## config.mk

```make
export PLATFORM = sky130hd
export DESIGN_NAME = ob_table_cnt_seq
export DESIGN_NICKNAME = d
export VERILOG_FILES = /design/src/rtl/ob_pkg.sv /design/src/rtl/ob_table_cnt_csa.sv /design/src/rtl/ob_table_cnt_seq.sv
export SDC_FILE = /design/constraint.sdc
export NUM_CORES = 1
export LEC_CHECK = 0
export ABC_AREA = 0
export CORE_MARGIN = 8
export CORE_UTILIZATION = 48
export DETAILED_ROUTE_END_ITERATION = 7
export GPL_TIMING_DRIVEN = 0
export PLACE_DENSITY = 0.81
export SLEW_MARGIN = 10
export SYNTH_ARGS = -nofsm -noshare
export SYNTH_HDL_FRONTEND = slang
export SYNTH_SLANG_ARGS = --single-unit
export TNS_END_PERCENT = 5
```

## constraint.sdc

```tcl
create_clock -name clk -period 5.2 [get_ports clk]
set_input_delay 1.04 -clock clk [delete_from_list [all_inputs] [get_ports clk]]
set_output_delay 1.04 -clock clk [all_outputs]
set_load 0.1 [all_outputs]
```

## src/rtl/ob_pkg.sv

```systemverilog
// rtl/ob_pkg.sv - shared types for the ob table counting blocks
// Purpose: CSA compression selector and the accumulator sequencer state encoding.
package ob_pkg;

  typedef enum logic [0:0] {
    CSA_3_2,
    CSA_7_2
  } csa_op_t;

  typedef enum logic [1:0] {
    IDLE,
    ACC,
    CPA,
    DONE
  } ob_table_cnt_seq_state_t;

endpackage

```

## src/rtl/ob_table_cnt_csa.sv

```systemverilog
// rtl/ob_table_cnt_csa.sv - combinational carry-save reduction of N words to a sum/carry pair
// Purpose: reduces N W-bit words so that s_w + c_w equals their sum modulo 2^W.
// Ports:
//   x    in  [N][W]  words to reduce
//   s_w  out [W]     save (sum) vector
//   c_w  out [W]     carry vector, already shifted into weight position
module ob_table_cnt_csa
  import ob_pkg::*;
#(
  parameter int      W  = 32,
  parameter int      N  = 8,
  parameter csa_op_t OP = CSA_3_2
) (
  input  logic [N-1:0][W-1:0] x,
  output logic [W-1:0]        s_w,
  output logic [W-1:0]        c_w
);

  function automatic logic [W-1:0] fa_s(input logic [W-1:0] a, input logic [W-1:0] b,
                                        input logic [W-1:0] c);
    return a ^ b ^ c;
  endfunction

  // Majority shifted up one place; the carry out of bit W-1 is dropped (mod 2^W).
  function automatic logic [W-1:0] fa_c(input logic [W-1:0] a, input logic [W-1:0] b,
                                        input logic [W-1:0] c);
    return ((a & b) | (a & c) | (b & c)) << 1;
  endfunction

  always_comb begin
    logic [W-1:0] s, c, s1, c1;
    s  = x[0];
    c  = x[1];
    s1 = '0;
    c1 = '0;
    if (OP == CSA_3_2) begin
      // Linear chain of 3:2 compressors.
      for (int i = 2; i < N; i++) begin
        s1 = fa_s(s, c, x[i]);
        c1 = fa_c(s, c, x[i]);
        s  = s1;
        c  = c1;
      end
    end else begin
      // 4:2 steps: two new words meet the save vector first, the carry joins second.
      for (int i = 2; i < N; i += 2) begin
        int j;
        j = (i + 1 < N) ? i + 1 : N - 1;
        if (i + 1 < N) begin
          s1 = fa_s(x[i], x[j], s);
          c1 = fa_c(x[i], x[j], s);
          s  = fa_s(s1, c1, c);
          c  = fa_c(s1, c1, c);
        end else begin
          s1 = fa_s(s, c, x[i]);
          c1 = fa_c(s, c, x[i]);
          s  = s1;
          c  = c1;
        end
      end
    end
    s_w = s;
    c_w = c;
  end

endmodule

```

## src/rtl/ob_table_cnt_seq.sv

```systemverilog
// rtl/ob_table_cnt_seq.sv - multi-beat carry-save accumulator with final carry-propagate add
// Purpose: sums a stream of masked W-bit lanes (N-2 per beat) and counts enabled lanes.
// Ports:
//   clk, rst_n          clock, synchronous active-low reset
//   clr                 synchronous abort of any accumulation (highest priority)
//   in_vld/in_rdy       input beat handshake; in_w lanes, in_msk lane enables, in_last
//   out_vld/out_rdy     result handshake; out_sum total, out_cnt saturating lane count
//   busy                accumulation in progress
module ob_table_cnt_seq
  import ob_pkg::*;
#(
  parameter int      W     = 32,
  parameter int      N     = 8,
  parameter csa_op_t OP    = CSA_3_2,
  parameter int      CNT_W = 16
) (
  input  logic                  clk,
  input  logic                  rst_n,
  input  logic                  clr,
  input  logic                  in_vld,
  input  logic [N-3:0][W-1:0]   in_w,
  input  logic [N-3:0]          in_msk,
  input  logic                  in_last,
  output logic                  in_rdy,
  output logic                  out_vld,
  output logic [W-1:0]          out_sum,
  output logic [CNT_W-1:0]      out_cnt,
  input  logic                  out_rdy,
  output logic                  busy
);

  localparam int L = N - 2;

  ob_table_cnt_seq_state_t state_q, state_d;
  logic [W-1:0]        s_r, c_r;
  logic [N-1:0][W-1:0] csa_x;
  logic [W-1:0]        s_w, c_w;
  logic [CNT_W:0]      cnt_sum;
  logic [CNT_W-1:0]    cnt_nxt;
  logic                accept;

  function automatic logic [CNT_W-1:0] popcount(input logic [L-1:0] m);
    logic [CNT_W-1:0] pc;
    pc = '0;
    for (int i = 0; i < L; i++) pc = pc + CNT_W'(m[i]);
    return pc;
  endfunction

  // Tree inputs: masked lanes, then the fed-back carry/save pair.
  always_comb begin
    csa_x = '0;
    for (int l = 0; l < L; l++) csa_x[l] = in_msk[l] ? in_w[l] : '0;
    csa_x[L]   = s_r;
    csa_x[L+1] = c_r;
  end

  ob_table_cnt_csa #(.W(W), .N(N), .OP(OP)) u_csa (
    .x   (csa_x),
    .s_w (s_w),
    .c_w (c_w)
  );

  assign accept  = in_vld & in_rdy;
  assign cnt_sum = {1'b0, out_cnt} + {1'b0, popcount(in_msk)};
  assign cnt_nxt = cnt_sum[CNT_W] ? '1 : cnt_sum[CNT_W-1:0];
  assign busy    = (state_q != IDLE);

  always_comb begin
    state_d = state_q;
    in_rdy  = 1'b0;
    out_vld = 1'b0;
    case (state_q)
      IDLE: begin
        in_rdy = 1'b1;
        if (in_vld) state_d = in_last ? CPA : ACC;
      end
      ACC: begin
        in_rdy = 1'b1;
        if (in_vld && in_last) state_d = CPA;
      end
      CPA: state_d = DONE;
      DONE: begin
        out_vld = 1'b1;
        if (out_rdy) state_d = IDLE;
      end
      default: state_d = IDLE;
    endcase
  end

  always_ff @(posedge clk) begin
    if (!rst_n || clr) begin
      state_q <= IDLE;
      s_r     <= '0;
      c_r     <= '0;
      out_sum <= '0;
      out_cnt <= '0;
    end else begin
      state_q <= state_d;
      if (accept) begin
        s_r     <= s_w;
        c_r     <= c_w;
        out_cnt <= cnt_nxt;
      end
      if (state_q == CPA) out_sum <= s_r + c_r;
      if (state_q == DONE && out_rdy) begin
        s_r     <= '0;
        c_r     <= '0;
        out_cnt <= '0;
      end
    end
  end

endmodule

```

==> impl.org <==
** Status
- Status :: finished, final reports clean

** Floorplan
- Number of cell rows :: 54
- The die is 165 um tall.
- Die area :: 27,100 sq um
- The floorplan step set the die width to 165 um.
- Ports placed on the boundary :: 255
- The initial utilization of the core area, before any placement, comes to 0.487.
- Area of the core :: 21,800 sq um

** Clock tree
- Clock tree synthesis selected as its root buffer the cell sky130_fd_sc_hd__clkbuf_16.
- Buffers inserted during clock tree synthesis total 9.
- For the worst-skew pair, the clock arrives at the later sink with an insertion delay of 0.36 ns.
- In this run the number of H-tree levels came out at 3.
- Total clock sinks :: 112
- No sink is reached through more buffers than the 2 on the longest clock path.
- Post-CTS setup repair buffer count :: 0
- Clock tree from TritonCTS :: done
- Clock Pin Slew Worst Setup and Hold Paths :: 0.08 ns

** Critical path
- The worst setup path is of the input port to register kind.
- STA classifies the critical path startpoint as an input port.
- Along the worst path, the maximum fanout reaches 10.
- Data on the critical path is required at its endpoint by 5.49 ns.
- Critical Path Sink Type :: register
- Signal arrival time at the worst endpoint :: 5.26 ns

** Detailed routing
- Via density :: 5.37
- The first detailed-routing pass ran for 5 iterations.
- Count of routing violations after the opening detailed-route iteration :: 533
- Wire per inst :: 19.7 um
- Total detailed-routing wirelength :: 33,500 um
- Once detail routing completed, the nets flagged for antenna violations numbered 0.
- DR vias :: 9,135
- DRC violation count after routing :: 0

** Power and ir drop
- For this design the static power due to leakage is 5.71 nW.
- The internal power of the cells totals 2.28 mW.
- Sw frac :: 0.399
- Power per Cell Area :: 274 nW/um^2
- Of the total power, registers draw 0.266.
- Across the VDD grid, the largest voltage drop is 0.162 mV.
- Summed over all nets, the switching power comes to 1.51 mW.
- Of the total power, combinational logic draws 0.537.
- The share of total power dissipated in the clock network is 0.197.

** Yosys
- Post-synth top flop :: sky130_fd_sc_hd__dfxtp_1
- Counting flops with an async set or reset pin after synthesis yields a share of 0.
- Number of cells produced by synthesis :: 1,152
- The number of nets handed over by synthesis was 1,582.
- The synthesized design contains 0 enable-type register cells.
- Ranked by total cell area, the synthesized netlist is headed by sky130_fd_sc_hd__fa_1, sky130_fd_sc_hd__dfxtp_1, sky130_fd_sc_hd__nand2_1.
- Synth Register Bits :: 112
- Share of the synthesized area in the top cell type :: 0.350
- Most common cell in the netlist :: sky130_fd_sc_hd__nand2_1
- Of all cell types, the one taking the most synthesized area is sky130_fd_sc_hd__fa_1.
- Mean cell area of the mapped netlist :: 9.19 sq um
- The share of the Yosys chip area taken by registers is 0.212.
- Combined area of all synthesized cells :: 10,600 sq um
- Yosys mapped the design onto 54 distinct sky130hd cell types.
- For this run, the number of Yosys warnings is 0.
- Most numerous cell types in the synthesized netlist :: sky130_fd_sc_hd__nand2_1, sky130_fd_sc_hd__fa_1, sky130_fd_sc_hd__dfxtp_1

** Finish
- Post-route cell area :: 13,800 sq um
- The number of antenna diodes in the final layout is 0.
- Of the cells placed in the final design, the portion with a size suffix greater than 1 is 0.0309.
- The finished layout holds 1,702 standard cells, fillers aside.
- Final layout net count :: 1,847
- Reg area :: 2240 sq um
- Filler cell count in the final layout :: 1,798
- Footprint of the multi-input gates :: 7850 sq um
- Relative to the synthesized area, the layout overhead comes to 30.6%.

** STA
- Measured against its own limit, the worst slew margin works out to 0.327.
- The count of final hold-check violations came to 0.
- Max-slew violations :: 0
- RSZ-0062 raised after global routing :: no
- Setup slack on the critical path of the routed design comes to 0.233 ns.
- Skew final :: 0.0110 ns
- Final worst path period share :: 0.955
- In the final timing run, aggregate negative setup slack is 0 ns.
- Slew at the pin closest to its max-slew limit :: 1.01 ns
- Subtracting the final worst setup slack from the clock period gives 4.97 ns.
- Setup violations remaining at the end of the flow were counted as 0.
- Static timing analysis puts the maximum clock frequency at 201 MHz.

** Global route
- Aggregate global-route resource usage :: 0.244
- The via count of the first global-routing pass was 9,792.
- The initial antenna violation count is 1.
- Overflow left after global routing :: 0
- Pin count of the biggest net entering global routing :: 19
- The first global-routing pass estimated 51,100 um of wire.

** Placed design
- Summing all placed instances gives a cell area of 13,500 sq um.
- Detailed placement ended at an HPWL of 28,600 um.
- Global placement routability congestion :: 0.906
- The count of buffers added on input and output ports is 254.
- Post-placement worst setup slack :: -0.702 ns
- Placed instance count :: 1,686

** Job
- Across the run, the number of max-cap violations was 0.

** Min path
- The worst hold path belongs to the class register to register.
[logic make-up (layout without fill, tap and decap cells)]
| family | count (synthesis) | count (layout) | share of synthesized area |
|---|---|---|---|
| DFF | 112 | 112 | 0.212 |
| muxes | 17 | 17 | 0.0161 |
| adders and majority gates | 226 | 226 | 0.398 |
| AOI/OAI and AO/OA | 178 | 178 | 0.102 |
| and+or+nand+nor | 441 | 441 | 0.185 |
| buffers and inverters | 129 | 399 | 0.0467 |
| xor gates and xnor gates | 49 | 49 | 0.0405 |
[path summary, 6_finish.rpt]
check / from / endpoint / slack, ns / cells after the start
worst max register to register: out_cnt[0]$_SDFFE_PP0P_ / out_cnt[8]$_SDFFE_PP0P_ / 2.01 / 11
worst min register to register: out_sum[23]$_SDFFE_PP0P_ / out_sum[23]$_SDFFE_PP0P_ / 0.46 / 2
worst max-delay path: in_msk[2] / s_r[31]$_SDFFE_PP0P_ / 0.23 / 18
worst min-delay path: out_sum[23]$_SDFFE_PP0P_ / out_sum[23]$_SDFFE_PP0P_ / 0.46 / 2
[through the flow]
step / utilization / hold slack, ns / power [mW]
CTS: 0.635 / 0.457 / 3.83
detailed placement: 0.620 / 0.446 / 3.05
global route: 0.635 / 0.473 / 4.10
floorplan: - / 0.444 / 2.37
finish: 0.635 / 0.458 / 3.79
global placement: 0.620 / 0.437 / 2.99
[per-layer routing]
layer	share of wire	track usage	vias to the layer above
met5	0.00039	0	-
met4	0.020	0.0508	2
met3	0.078	0.0578	48
met2	0.52	0.438	339
met1	0.38	0.293	4538
li1	-	-	4208
[cell type report]
| cell class | instances | area share |
|---|---|---|
| Buffer | 49 | 0.0161 |
| Clock buffer | 12 | 0.0186 |
| Clock inverter | 4 | 0.00425 |
| Inverter | 80 | 0.0217 |
| Multi-Input combinational cell | 911 | 0.568 |
| Sequential cell | 112 | 0.162 |
| Tap cell | 280 | 0.0253 |
| Timing Repair Buffer | 254 | 0.184 |
[registers in the layout, summed over array words and instances, names as in the netlist]
signal	count
out_sum	32
c_r	30
out_cnt	16
s_r	32
state_q	2
[critical path, stage by stage]
cell and delay [ns]:
sky130_fd_sc_hd__dlygate4sd2_1 0.36, sky130_fd_sc_hd__clkbuf_4 0.28, sky130_fd_sc_hd__and2_1 0.18, sky130_fd_sc_hd__fa_1 0.53, sky130_fd_sc_hd__inv_1 0.05, sky130_fd_sc_hd__fa_1 0.47
sky130_fd_sc_hd__inv_1 0.05, sky130_fd_sc_hd__fa_1 0.48, sky130_fd_sc_hd__inv_1 0.05, sky130_fd_sc_hd__fa_1 0.47, sky130_fd_sc_hd__inv_1 0.05, sky130_fd_sc_hd__fa_1 0.37
sky130_fd_sc_hd__xnor2_1 0.19, sky130_fd_sc_hd__xnor2_1 0.16, sky130_fd_sc_hd__xnor2_1 0.15, sky130_fd_sc_hd__xnor2_1 0.14, sky130_fd_sc_hd__nand2_1 0.07, sky130_fd_sc_hd__a21oi_1 0.15
[placed cells by master, fill, tap and decap left out, types with 9 or more instances in the layout]
master and instances:
sky130_fd_sc_hd__nand2_1 284, sky130_fd_sc_hd__clkdlybuf4s50_1 251, sky130_fd_sc_hd__fa_1 185, sky130_fd_sc_hd__dfxtp_1 112, sky130_fd_sc_hd__a21oi_1 99, sky130_fd_sc_hd__inv_1 80
sky130_fd_sc_hd__and2_1 69, sky130_fd_sc_hd__ha_1 41, sky130_fd_sc_hd__nor2_1 40, sky130_fd_sc_hd__clkbuf_1 35, sky130_fd_sc_hd__xnor2_1 26, sky130_fd_sc_hd__xor2_1 23
sky130_fd_sc_hd__o21ai_0 20, sky130_fd_sc_hd__mux2i_1 17, sky130_fd_sc_hd__nand3_1 10, sky130_fd_sc_hd__a21o_1 9, sky130_fd_sc_hd__nor3_1 9, sky130_fd_sc_hd__clkbuf_16 9
[power by group through the flow]
stage | combinational [mW] | clock (mW) | sequential, mW
after floorplan | 1.33 | 0 | 1.04
after global placement | 1.97 | 0 | 1.03
after detailed placement | 2.02 | 0 | 1.03
after CTS | 2.06 | 0.755 | 1.01
after global routing | 2.29 | 0.791 | 1.02
final | 2.04 | 0.748 | 1.01
[timing repair]
action / CTS / global route
hold endpoints to repair: 0 / 0
gates resized for setup: 12 / 16
cloned: 0 / 0
setup endpoints to repair: 60 / 20
hold buffers: 0 / 0
No activity file was read; power rests on OpenSTA's default activity.
